===== src/rtl/writeback_stage.sv =====
// MEM/WB writeback stage: captures one instruction per cycle, waits on load data,
// drives the register-file write port. Optional retired counter under WB_INSTRET_EN.
module writeback_stage #(
    parameter int DATA_W     = 32,
    parameter int REG_ADDR_W = 5
) (
    input  logic                  clk,
    input  logic                  reset,
    input  logic                  flush,
    input  logic                  stall,
    input  logic                  in_valid,
    input  logic [DATA_W-1:0]     exec_data_in,
    input  logic [DATA_W-1:0]     mem_data_in,
    input  logic                  mem_data_valid,
    input  logic [DATA_W-1:0]     next_pc,
    input  logic [DATA_W-1:0]     csr_data_in,
    input  logic [1:0]            res_src,
    input  logic [2:0]            load_funct3,
    input  logic [1:0]            load_offset,
    input  logic [REG_ADDR_W-1:0] rd_in,
    input  logic                  reg_write_in,
    output logic                  busy,
    output logic                  wb_valid,
    output logic                  reg_write_out,
    output logic [REG_ADDR_W-1:0] rd_out,
    output logic [DATA_W-1:0]     data_out,
    output logic [63:0]           instret_out
);

    typedef enum logic [1:0] {EMPTY, COMMIT, WAIT_MEM} state_e;

    state_e                state_q;
    logic [1:0]            res_src_q;
    logic [2:0]            funct3_q;
    logic [1:0]            offset_q;
    logic [REG_ADDR_W-1:0] rd_q;
    logic                  reg_write_q;
    logic [DATA_W-1:0]     exec_q;
    logic [DATA_W-1:0]     load_q;
    logic [DATA_W-1:0]     next_pc_q;
    logic [DATA_W-1:0]     csr_q;
    logic [DATA_W-1:0]     load_d;
    logic [DATA_W-1:0]     result;
    logic                  capture;

    logic [31:0] word;
    logic [7:0]  byte_sel;
    logic [15:0] half_sel;

    assign capture = in_valid & ~stall & ~flush & (state_q != WAIT_MEM);

    // Lane selection uses the captured offset; the memory word is little-endian.
    assign word     = mem_data_in[31:0];
    assign half_sel = offset_q[1] ? word[31:16] : word[15:0];

    always_comb begin
        byte_sel = word[7:0];
        case (offset_q)
            2'd0: byte_sel = word[7:0];
            2'd1: byte_sel = word[15:8];
            2'd2: byte_sel = word[23:16];
            2'd3: byte_sel = word[31:24];
            default: byte_sel = word[7:0];
        endcase
    end

    always_comb begin
        load_d = '0;
        case (funct3_q)
            3'b000: load_d = DATA_W'($signed(byte_sel));
            3'b001: load_d = DATA_W'($signed(half_sel));
            3'b010: load_d = DATA_W'($signed(word));
            3'b100: load_d = DATA_W'(byte_sel);
            3'b101: load_d = DATA_W'(half_sel);
            default: load_d = '0;
        endcase
    end

    always_ff @(posedge clk or posedge reset) begin
        if (reset) begin
            state_q     <= EMPTY;
            res_src_q   <= '0;
            funct3_q    <= '0;
            offset_q    <= '0;
            rd_q        <= '0;
            reg_write_q <= 1'b0;
            exec_q      <= '0;
            load_q      <= '0;
            next_pc_q   <= '0;
            csr_q       <= '0;
        end else begin
            if (capture) begin
                res_src_q   <= res_src;
                funct3_q    <= load_funct3;
                offset_q    <= load_offset;
                rd_q        <= rd_in;
                reg_write_q <= reg_write_in;
                exec_q      <= exec_data_in;
                next_pc_q   <= next_pc;
                csr_q       <= csr_data_in;
            end
            case (state_q)
                EMPTY, COMMIT: begin
                    if (capture)
                        state_q <= (res_src == 2'b01) ? WAIT_MEM : COMMIT;
                    else
                        state_q <= EMPTY;
                end
                WAIT_MEM: begin
                    // Flush wins over a same-cycle data-valid; the load is dropped.
                    if (flush) begin
                        state_q <= EMPTY;
                    end else if (mem_data_valid) begin
                        load_q  <= load_d;
                        state_q <= COMMIT;
                    end
                end
                default: state_q <= EMPTY;
            endcase
        end
    end

    always_comb begin
        result = '0;
        case (res_src_q)
            2'b00: result = exec_q;
            2'b01: result = load_q;
            2'b10: result = next_pc_q;
            2'b11: result = csr_q;
            default: result = '0;
        endcase
    end

    assign wb_valid      = (state_q == COMMIT);
    assign busy          = (state_q == WAIT_MEM);
    assign reg_write_out = wb_valid & reg_write_q & (rd_q != '0);
    assign rd_out        = wb_valid ? rd_q : '0;
    assign data_out      = wb_valid ? result : '0;

`ifdef WB_INSTRET_EN
    logic [63:0] instret_q;

    always_ff @(posedge clk or posedge reset) begin
        if (reset)
            instret_q <= '0;
        else if (wb_valid)
            instret_q <= instret_q + 64'd1;
    end

    assign instret_out = instret_q;
`else
    assign instret_out = 64'h0;
`endif

endmodule

===== config.mk =====
export PLATFORM = sky130hd
export DESIGN_NAME = writeback_stage
export DESIGN_NICKNAME = d
export VERILOG_FILES = /design/src/rtl/writeback_stage.sv
export SDC_FILE = /design/constraint.sdc
export NUM_CORES = 1
export LEC_CHECK = 0
export CAP_MARGIN = 40
export CELL_PAD_IN_SITES_DETAIL_PLACEMENT = 1
export CELL_PAD_IN_SITES_GLOBAL_PLACEMENT = 1
export CORE_MARGIN = 4
export CORE_UTILIZATION = 39
export DETAILED_ROUTE_END_ITERATION = 12
export GPL_TIMING_DRIVEN = 0
export PLACE_DENSITY = 0.95
export SYNTH_ARGS = -nofsm -noshare
export SYNTH_HDL_FRONTEND = slang
export SYNTH_SLANG_ARGS = --single-unit

===== constraint.sdc =====
create_clock -name clk -period 12.85 [get_ports clk]
set_clock_uncertainty 0.1 [all_clocks]
set_input_delay 1.285 -clock clk [delete_from_list [all_inputs] [get_ports clk]]
set_output_delay 1.285 -clock clk [all_outputs]
set_load 0.1 [all_outputs]

After elaboration in Yosys (flattened, before gate mapping):

Index checks and enable logic that the tools add are counted.

* bitwise gates (word level): 7
* equality and inequality tests: 15
* mux-type cells: 11
* reduce and logical (&&, ||, !) cells: 7

Operators with widths (count)
* $pmux W32 S5: 1
* $pmux W32 S4: 1
* $mux W32: 1
* $pmux W8 S4: 1
* $mux W16: 1
* $eq A2 B2 Y1 const B: 5
* $eq A2 B1 Y1 const B: 4
* $mux W2: 4
* $eq A3 B3 Y1 const B: 2
* $logic_not A2 Y1: 3
* $and A1 B1 Y1: 5
* $mux W5: 1
* $reduce_bool A5 Y1: 1
* $pmux W2 S2: 1
* $eq A3 B1 Y1 const B: 1
* $eq A3 B2 Y1 const B: 1
* $logic_not A3 Y1: 1
* $ne A3 B3 Y1 const B: 1
* $reduce_and A3 Y1: 1
* $ne A2 B2 Y1 const B: 1
* $not A1 Y1: 2
* $reduce_or A2 Y1: 1

* output and inout bits: 104
* register bits after elaboration: 143

Longest topological paths before layout:

Gate-level depths: netlist of the first run.

* depth in word-level cells: 6
* mapped depth: 6
* depth with buffers taken out: 5

Worst setup path before layout of the first run:

Ideal clock, no wire load.

* kind: reg2out
* start point: reg state_q[1]
* end point: out reg_write_out
* path buffers: 1
* arrival time: 2.481 ns
* stages on the path, launching flop included: 4
* required time: 11.465 ns
* slack: 8.984 ns
* path through: dfrtp_1 nor2b_1 clkbuf_1 o311a_1

* longest elaborated chain between the ends: 3

Ends and longest elaborated chain
* from (decl): line 32 `state_e state_q;`
* from (signal assigned): line 105 `state_q <= (res_src == 2'b01) ? WAIT_MEM : COMMIT;`
* $eq A2 B1 Y1: line 134 `assign wb_valid = (state_q == COMMIT);`
* named net wb_valid: line 23 `output logic wb_valid,`
* $and A1 B1 Y1 (2 in series): line 136 `assign reg_write_out = wb_valid & reg_write_q & (rd_q != '0);`
* to (decl): line 24 `output logic reg_write_out,`

The timed path passes the listed nets, and every way through them passes these cells.

Worst setup path in the final report of the first run:

* start point: reg res_src_q[1]
* end point: out data_out[21]

* longest elaborated chain between the ends: 3
* elaborated cells on any way between the ends: 6

Ends and longest elaborated chain
* from (decl): line 33 `logic [1:0] res_src_q;`
* from (signal assigned): line 93 `res_src_q <= res_src;`
* $eq A2 B2 Y1, or another cell as far along: line 125 `case (res_src_q)`
* $pmux W32 S4 *: line 125
* $mux W32 *: line 138 `assign data_out = wb_valid ? result : '0;`
* to (decl): line 26 `output logic [DATA_W-1:0] data_out,`

Mark *: on every way between the ends. The rest lies on a longest branch, timed or not.

==> flow_metrics.env, run 1 <==
export IMPL_critPathSlowestCell="clkbuf_1"
export IMPL_cp_required_ps=11470
export IMPL_synth_commonest_cells="dfrtp_1 (143), mux2_2 (111), buf_4 (69), mux4_2 (40), and2_1 (37)"
export IMPL_root_buffer="clkbuf_16"
export IMPL_cts_buffers=17
export IMPL_max_slew_worst_pin_slew_ps=791
export IMPL_slew_headroom_pct=47.3
export IMPL_min_delay_start="next_pc_q[5]$_DFFE_PP0N_"
export IMPL_htreeDepth=4
export IMPL_drtIter0Drc=233
export IMPL_cts_sinks=143
export IMPL_synth_seq_cells=143
export IMPL_io_pins=251
export IMPL_finalCritPeriodShare_pct=34.7
export IMPL_ys_warn_count=0
export IMPL_synth_edf_count=0
export IMPL_max_freq_mhz=224
export IMPL_cp_cell_sequence="clkbuf_1, clkbuf_1, mux4_2, and2_1, clkdlybuf4s50_1, buf_16"
export IMPL_port_buffers=186
export IMPL_drv_slew=0
export IMPL_die_w_um=145
export IMPL_area_delta_synth_final_pct=50.7
export IMPL_cts_tree="built"
export IMPL_ant_nets=0
export IMPL_worstSetupStartpoint="res_src_q[1]$_DFFE_PP0N_"
export IMPL_num_nets_final=1018
export IMPL_yosysSeqAreaShare_pct=48.6
export IMPL_power_density_nw_per_um2=149
export IMPL_wl_per_cell_um=21.8
export IMPL_min_path_type="flip-flop to flip-flop"
export IMPL_initial_core_util_pct=39.5
export IMPL_ctsLongestPathBuffers=2
export IMPL_drt_first_pass_iters=4
export IMPL_r2r_cells=6
export IMPL_cpPeakStageDelay_ps=640
export IMPL_r2r_end="next_pc_q[0]$_DFFE_PP0N_"
export IMPL_avgSynthCellArea_um2=13.1
export IMPL_yosysTopAreaCell="dfrtp_1"
export IMPL_rsz0062_at_grt="no"
export IMPL_irDropWorstVdd_uv=99.9
export IMPL_finalSetupTns_ps=0
export IMPL_synth_most_common_cell="dfrtp_1"
export IMPL_path_class="flip-flop to output port"
export IMPL_synth_cell_types=30
export IMPL_gp_congestion=0.834
export IMPL_cts_hold_buffers_added=0
export IMPL_cts_clk_slew_worst_paths_ps=60
export IMPL_min_period_ps=4460
export IMPL_hpwl_um=18800
export IMPL_async_reset_ff_share_pct=100
export IMPL_grt_first_pass_wirelength_um=37800
export IMPL_synth_cells=562
export IMPL_first_global_vias=6382
export IMPL_drc=0
export IMPL_cap_violations=0
export IMPL_hold_depth=1
export IMPL_hold_ws_ps=402
export IMPL_start_kind="flip-flop"
export IMPL_cp_arrival_ps=3080
export IMPL_grt_ovfl_total=0
export IMPL_fp_dieH_um=145
export IMPL_vias=5621
export IMPL_nFillCells=1857
export IMPL_drt_total_wl_um=24400
export IMPL_setup_viol=0
export IMPL_dieArea_um2=21200
export IMPL_viasPerCell=5.01
export IMPL_end_kind="output port"
export IMPL_core_area_um2=18600
export IMPL_synth_area_leaders="dfrtp_1 (49%), mux2_2 (17%), mux4_2 (12%)"
export IMPL_grt_usage_pct=23.2
export IMPL_hold_end="next_pc_q[5]$_DFFE_PP0N_"
export IMPL_clock_latency_ps=420
export IMPL_worst_path_max_fanout=10
export IMPL_synth_main_ff_cell="dfrtp_1"
export IMPL_status="finished clean"
export IMPL_cts_resized=0
export IMPL_timing_rr_start="state_q[0]$_DFFE_PP0P_"
export IMPL_path_common_cell="clkbuf_1"
export IMPL_post_route_cells_drive_above_1_share_pct=35.3
export IMPL_antenna_found_initial=2
export IMPL_grt_max_degree=83
export IMPL_synth_area_um2=7370
export IMPL_row_count=50
export IMPL_power_uw=1660
export IMPL_r2r_slack_ps=10690
export IMPL_p_leak_uw=0.00481
export IMPL_hold_violations=0
export IMPL_post_cts_setup_buffer_count=0
export IMPL_synth_top_area_share_pct=48.6
## flip-flops by register name, indices dropped and copies added, names as in the netlist
signal and count:
offset_q 2, exec_q 32, state_q 2, csr_q 32, rd_q 5, next_pc_q 32, reg_write_q 1, res_src_q 2
load_q 32, funct3_q 3
## stage by stage
stage / cells / worst slack [ps] / area (um2) / utilization, %
final: 1121 / 8390 / 11100 / 59.6
after global routing: 1121 / 8290 / 11100 / 59.6
after CTS: 1118 / 8410 / 11100 / 59.5
after detailed placement: 1086 / 8850 / 10500 / 56.2
after global placement: 1045 / 5590 / 9760 / 52.3
after floorplan: 625 / 7630 / 7600 / -
## report_power, final
group | leakage (uW) | total, uW | internal [uW] | switching, uW
clock network | 0.000297 | 514 | 317 | 198
registers | 0.00172 | 615 | 549 | 65.4
logic | 0.00280 | 527 | 250 | 276
## final cells by class
cell class,instances,area (um2),share of cell area [%]
well taps,234,293,2.64
plain buffers,99,649,5.85
clock buffers,20,457,4.11
flip-flops and latches,143,3580,32.2
multi-input cells,380,3370,30.3
inverters,3,16.3,0.146
repair buffers,227,2580,23.2
diodes,3,7.51,0.0676
clock inverters,12,159,1.43
## cells by family after synthesis
group | Yosys count | synth area share [%]
compound gates | 45 | 4.43
buf+inv | 102 | 8.97
mux | 160 | 30.4
flops | 143 | 48.6
other cells | 1 | 0.0509
simple gates | 111 | 7.57
## how the worst max path moves through the flow
stage                       endpoint  cells past startpoint
3_3_place_gp   exec_q[2]$_DFFE_PP0N_                      2
2_1_floorplan   csr_q[0]$_DFFE_PP0N_                      1
6_report                data_out[21]                      6
5_1_grt                 data_out[20]                      6
3_5_place_dp            data_out[21]                      6
4_1_cts                 data_out[20]                      6
## critical path: cells and delay by family (launching register included)
| family | cells | cell delay, ps |
|---|---|---|
| and+or+nand+nor | 1 | 160 |
| DFF | 1 | 340 |
| muxes | 1 | 400 |
| buffers and inverters | 4 | 1740 |
## layout by cell type, fill, tap and decap left out, drive strengths merged
cell           count
nand3              2
clkbuf            34
a22o               8
mux4              40
or3                1
mux2             111
clkdlybuf4s50    186
nand3b             2
o21ai              1
o21a               2
conb              64
clkinvlp           2
nand2             26
a221oi             7
clkinv             6
dfrtp            143
and2              37
inv                4
bufinv             3
nor2              33
buf              126
mux2i              9
nor3b              2
nor3               1
o31a               1
a21oi             16
nand2b             4
o311a              1
diode              3
nor2b              3
o211ai             8
o32ai              1
## layer usage
| layer | vias up | part of all wire (%) | track usage [%] | wire length, um |
|---|---|---|---|---|
| li1 | 2510 | - | - | - |
| met1 | 2860 | 37 | 26.7 | 9150 |
| met2 | 210 | 54 | 41.7 | 13100 |
| met3 | 41 | 5.7 | 6.60 | 1390 |
| met4 | 0 | 3.2 | 8.07 | 788 |
| met5 | - | 0 | 0 | 0 |
(Power assumes the default switching activity.)
==> inputs of run 2 (changes only) <==
Settings changed: CORE_UTILIZATION 39 to 33, PLACE_DENSITY 0.95 to 0.86.
Clock period 12.85 ns to 4 ns, I/O delays scaled along.
==> run 2 against run 1 <==
Via count decreased by 2.1%. Sequential power increased to 3.2 times the previous value. Total power rose to 3.2 times the previous value. Clock-buffer cell count is 1 lower. First-iteration DRC count fell by 9.0%. Critical path depth is the same. Largest cell class unchanged. Utilization down 8.4 points. Cell area rose by 0.85%. Combinational power rose to 3.2 times the previous value. Clock power grew to 3.1 times the previous value.
==> flow_metrics.env, run 2 (synthesis gave the netlist of run 1 again) <==
export IMPL_cp_endpoint="data_out[18]"
export IMPL_timing_rr_start="state_q[0]$_DFFE_PP0P_"
export IMPL_r2r_end="next_pc_q[2]$_DFFE_PP0N_"
export IMPL_viasPerCell=4.72
export IMPL_cts_sinks=143
export IMPL_root_buffer="clkbuf_16"
export IMPL_finish_utilization_pct=51.1
export IMPL_pre_cts_ws_ps=838
export IMPL_hpwl_um=18800
export IMPL_rsz0062_at_grt="no"
export IMPL_area_delta_synth_final_pct=52.0
export IMPL_end_kind="output port"
export IMPL_fp_dieH_um=157
export IMPL_cts_resized=0
export IMPL_p_leak_uw=0.00482
export IMPL_cts_tree="built"
export IMPL_grt_max_degree=38
export IMPL_max_slew_worst_pin_slew_ps=871
export IMPL_setup_ws_ps=377
export IMPL_htreeDepth=4
export IMPL_grt_first_pass_wirelength_um=36300
export IMPL_drt_first_pass_iters=5
export IMPL_post_route_cells_drive_above_1_share_pct=35.4
export IMPL_layout_commonest_cell="clkdlybuf4s50_1"
export IMPL_first_global_vias=6109
export IMPL_antenna_found_initial=1
export IMPL_io_pins=251
export IMPL_setup_viol=0
export IMPL_row_count=54
export IMPL_start_kind="flip-flop"
export IMPL_min_path_type="primary input to async pin"
export IMPL_r2r_cells=6
export IMPL_status="finished clean"
export IMPL_cts_buffers=17
export IMPL_finalSetupTns_ps=0
export IMPL_post_cts_setup_buffer_count=0
export IMPL_grt_usage_pct=19.6
export IMPL_max_freq_mhz=276
export IMPL_gp_congestion=0.820
export IMPL_drt_total_wl_um=24000
export IMPL_min_period_ps=3620
export IMPL_die_w_um=157
export IMPL_hold_violations=0
export IMPL_grt_ovfl_total=0
export IMPL_wl_per_cell_um=20.5
export IMPL_ctsLongestPathBuffers=2
export IMPL_drtIter0Drc=212
export IMPL_ant_nets=0
export IMPL_path_class="flip-flop to output port"
export IMPL_cts_clk_slew_worst_paths_ps=60
export IMPL_clock_latency_ps=420
export IMPL_drc=0
export IMPL_drv_slew=0
export IMPL_cp_arrival_ps=3120
export IMPL_port_buffers=186
export IMPL_slew_headroom_pct=41.9
export IMPL_initial_core_util_pct=33.7
export IMPL_power_density_nw_per_um2=466
export IMPL_dieArea_um2=24800
export IMPL_cap_violations=0
export IMPL_cp_required_ps=3500
export IMPL_vias=5504
export IMPL_irDropWorstVdd_uv=279
export IMPL_layout_common_cells="clkdlybuf4s50_1 (186), dfrtp_1 (143), mux2_2 (111)"
export IMPL_cts_hold_buffers_added=0
export IMPL_place_area_um2=10600
export IMPL_worst_path_max_fanout=10
export IMPL_finalCritPeriodShare_pct=90.6
export IMPL_core_area_um2=21900
export IMPL_power_uw=5220
export IMPL_final_cell_area_um2=11200
export IMPL_worstSetupStartpoint="res_src_q[1]$_DFFE_PP0N_"
export IMPL_num_nets_final=1021
export IMPL_r2r_slack_ps=1850
## run 2: cell types whose count changed in the layout (fill, tap and decap cells not counted), sizes merged
cell,previous run,this run
clkinv,6,3
clkbuf,34,33
diode,3,1
bufinv,3,2
buf,126,129
clkinvlp,2,6
## run 2: power by group
part | switching, uW | internal (uW)
Sequential | 201 | 1760
Combinational | 873 | 812
Clock | 638 | 935
Total | 1710 | 3510
## run 2: through the flow
stage,instances,hold slack (ps)
after CTS,1166,96.7
after global routing,1167,106
after global placement,1091,381
after detailed placement,1135,387
final,1167,106
after floorplan,625,359
## run 2: area by class of cell
class	count	area (um2)
clock buffers	19	443
plain buffers	99	649
flip-flops and latches	143	3580
fillers	2309	10700
repair buffers	230	2660
clock inverters	12	138
diodes	1	2.50
inverters	3	15.0
multi-input cells	380	3370
well taps	280	350
## run 2: how the worst min path moves through the flow
stage / to / from / depth (start not counted) / slack (ps)
floorplan: load_q[7]$_DFFE_PP0P_ / load_q[7]$_DFFE_PP0P_ / 1 / 360
global placement: csr_q[0]$_DFFE_PP0N_ / csr_q[0]$_DFFE_PP0N_ / 1 / 380
detailed placement: next_pc_q[9]$_DFFE_PP0N_ / next_pc_q[9]$_DFFE_PP0N_ / 1 / 390
CTS: next_pc_q[17]$_DFFE_PP0N_ / reset / 2 / 100
global route: exec_q[17]$_DFFE_PP0N_ / reset / 2 / 110
finish: next_pc_q[17]$_DFFE_PP0N_ / reset / 2 / 110
## run 2: worst max-delay path, stage by stage, from the launching register on
cell	delay, ps
dfrtp_1	340
clkbuf_1	340
clkbuf_1	710
mux4_2	410
and2_1	170
clkdlybuf4s50_1	510
buf_16	210
## run 2: layer usage
metal | wire length [um] | share of wire, % | track usage [%] | up-vias
li1 | - | - | - | 2497
met5 | 0 | 0 | 0 | -
met1 | 9160 | 38 | 23.3 | 2809
met4 | 312 | 1.3 | 4.34 | 0
met3 | 1690 | 7.0 | 5.47 | 20
met2 | 12800 | 53 | 35.2 | 178
==> inputs of run 3 (changes only) <==
Settings changed: CORE_MARGIN 4 to 5.
==> run 3 against run 2 <==
Combinational power barely moved. Cell count is 0.17% higher. Worst hold slack gained 96 ps. Via count up 0.82%. Worst setup slack got worse by 1.5 ps. Fmax about the same. Total power rose by 3.4%. Clock-buffer cell count up 1. Die area up 2.6%. Highest routed layer is now met5.
==> flow_metrics.env, run 3 (synthesis gave the netlist of run 1 again) <==
export IMPL_power_density_nw_per_um2=479
export IMPL_row_count=54
export IMPL_finalCritPeriodShare_pct=90.6
export IMPL_worst_path_max_fanout=10
export IMPL_port_buffers=186
export IMPL_cp_required_ps=3500
export IMPL_fp_dieH_um=159
export IMPL_end_kind="output port"
export IMPL_grt_max_degree=39
export IMPL_io_pins=251
export IMPL_finalSetupTns_ps=0
export IMPL_cp_endpoint="data_out[19]"
export IMPL_max_slew_worst_pin_slew_ps=839
export IMPL_drtIter0Drc=163
export IMPL_min_period_ps=3620
export IMPL_cap_violations=0
export IMPL_viasPerCell=4.75
export IMPL_dieArea_um2=25400
export IMPL_drt_total_wl_um=24500
export IMPL_p_leak_uw=0.00487
export IMPL_layout_common_cells="clkdlybuf4s50_1 (186), dfrtp_1 (143), mux2_2 (111)"
export IMPL_start_kind="flip-flop"
export IMPL_rsz0062_at_grt="no"
export IMPL_cts_hold_buffers_added=0
export IMPL_htreeDepth=4
export IMPL_gp_congestion=0.856
export IMPL_setup_viol=0
export IMPL_area_delta_synth_final_pct=53.0
export IMPL_ant_nets=0
export IMPL_r2r_end="csr_q[30]$_DFFE_PP0N_"
export IMPL_num_nets_final=1021
export IMPL_hold_ws_ps=202
export IMPL_nFillCells=2241
export IMPL_hold_violations=0
export IMPL_wl_per_cell_um=20.9
export IMPL_ctsLongestPathBuffers=2
export IMPL_core_area_um2=21900
export IMPL_status="finished clean"
export IMPL_r2r_cells=6
export IMPL_die_w_um=159
export IMPL_r2r_slack_ps=1860
export IMPL_post_cts_setup_buffer_count=0
export IMPL_max_freq_mhz=276
export IMPL_cts_sinks=143
export IMPL_slew_headroom_pct=44.0
export IMPL_layout_commonest_cell="clkdlybuf4s50_1"
export IMPL_initial_core_util_pct=33.7
export IMPL_first_global_vias=6372
export IMPL_grt_ovfl_total=0
export IMPL_min_path_type="primary input to async pin"
export IMPL_cts_resized=0
export IMPL_post_route_cells_drive_above_1_share_pct=35.4
export IMPL_power_uw=5400
export IMPL_cp_arrival_ps=3120
export IMPL_cts_tree="built"
export IMPL_grt_first_pass_wirelength_um=38100
export IMPL_irDropWorstVdd_uv=273
export IMPL_grt_usage_pct=19.4
export IMPL_finish_utilization_pct=51.5
export IMPL_antenna_found_initial=5
export IMPL_vias=5549
export IMPL_worstSetupStartpoint="res_src_q[1]$_DFFE_PP0N_"
export IMPL_drv_slew=0
export IMPL_root_buffer="clkbuf_16"
export IMPL_cts_buffers=17
export IMPL_cts_clk_slew_worst_paths_ps=60
export IMPL_drc=0
export IMPL_path_class="flip-flop to output port"
export IMPL_clock_latency_ps=410
export IMPL_drt_first_pass_iters=4
export IMPL_hpwl_um=19400
export IMPL_timing_rr_start="state_q[0]$_DFFE_PP0P_"
==> run 3: cell types whose count changed in the layout (fill, tap and decap cells not counted) <==
cell / before / now
buf_16: 9 / 10
buf_8: 31 / 30
bufinv_16: 2 / 5
clkbuf_8: 1 / 2
clkinv_2: 1 / 4
clkinv_4: 2 / 0
clkinvlp_4: 6 / 2
diode_2: 1 / 3
inv_6: 2 / 1
==> run 3: stage by stage <==
step                setup WS (ps)  instances  instance area, um2
finish                        375       1169               11300
global route                  308       1169               11300
CTS                           370       1166               11300
detailed placement            842       1135               10600
global placement              350       1091                9820
floorplan                    1020        625                7610
==> run 3: routing by layer <==
metal | vias up | track usage [%] | part of all wire (%)
met5 | - | 0 | 0.14
met4 | 4 | 5.93 | 2.0
met3 | 32 | 5.28 | 6.6
met2 | 190 | 34.5 | 53
met1 | 2821 | 22.7 | 38
li1 | 2502 | - | -
==> run 3: worst max-delay path, cell delays in order, from the launching register on <==
cell and delay [ps]:
dfrtp_1 340, clkbuf_1 360, clkbuf_1 680, mux4_2 400, and2_1 170, clkdlybuf4s50_1 530, buf_16 220
==> run 3: where the power goes <==
part	switching [uW]	internal, uW	total [uW]
combinational	873	813	1690
sequential	205	1760	1970
clock	610	1130	1740
total	1690	3710	5400
==> run 3: worst min-delay path by stage <==
stage	from	endpoint	slack, ps	depth (start not counted)
6_report	reset	exec_q[22]$_DFFE_PP0N_	200	2
5_1_grt	reset	next_pc_q[19]$_DFFE_PP0N_	210	2
4_1_cts	reset	exec_q[22]$_DFFE_PP0N_	190	2
3_5_place_dp	next_pc_q[28]$_DFFE_PP0N_	next_pc_q[28]$_DFFE_PP0N_	390	1
3_3_place_gp	next_pc_q[30]$_DFFE_PP0N_	next_pc_q[30]$_DFFE_PP0N_	380	1
2_1_floorplan	load_q[7]$_DFFE_PP0P_	load_q[7]$_DFFE_PP0P_	360	1
==> run 3: area by class of cell <==
type                       instances  area, um2  area share (%)
sequential                       143       3580            31.7
multi-input combinational        380       3370            29.8
timing repair buffer             230       2670            23.7
buffer                            99        649            5.76
clock buffer                      20        457            4.05
tap                              280        350            3.11
clock inverter                    11        186            1.65
inverter                           3       15.0           0.133
antenna                            3       7.51          0.0666
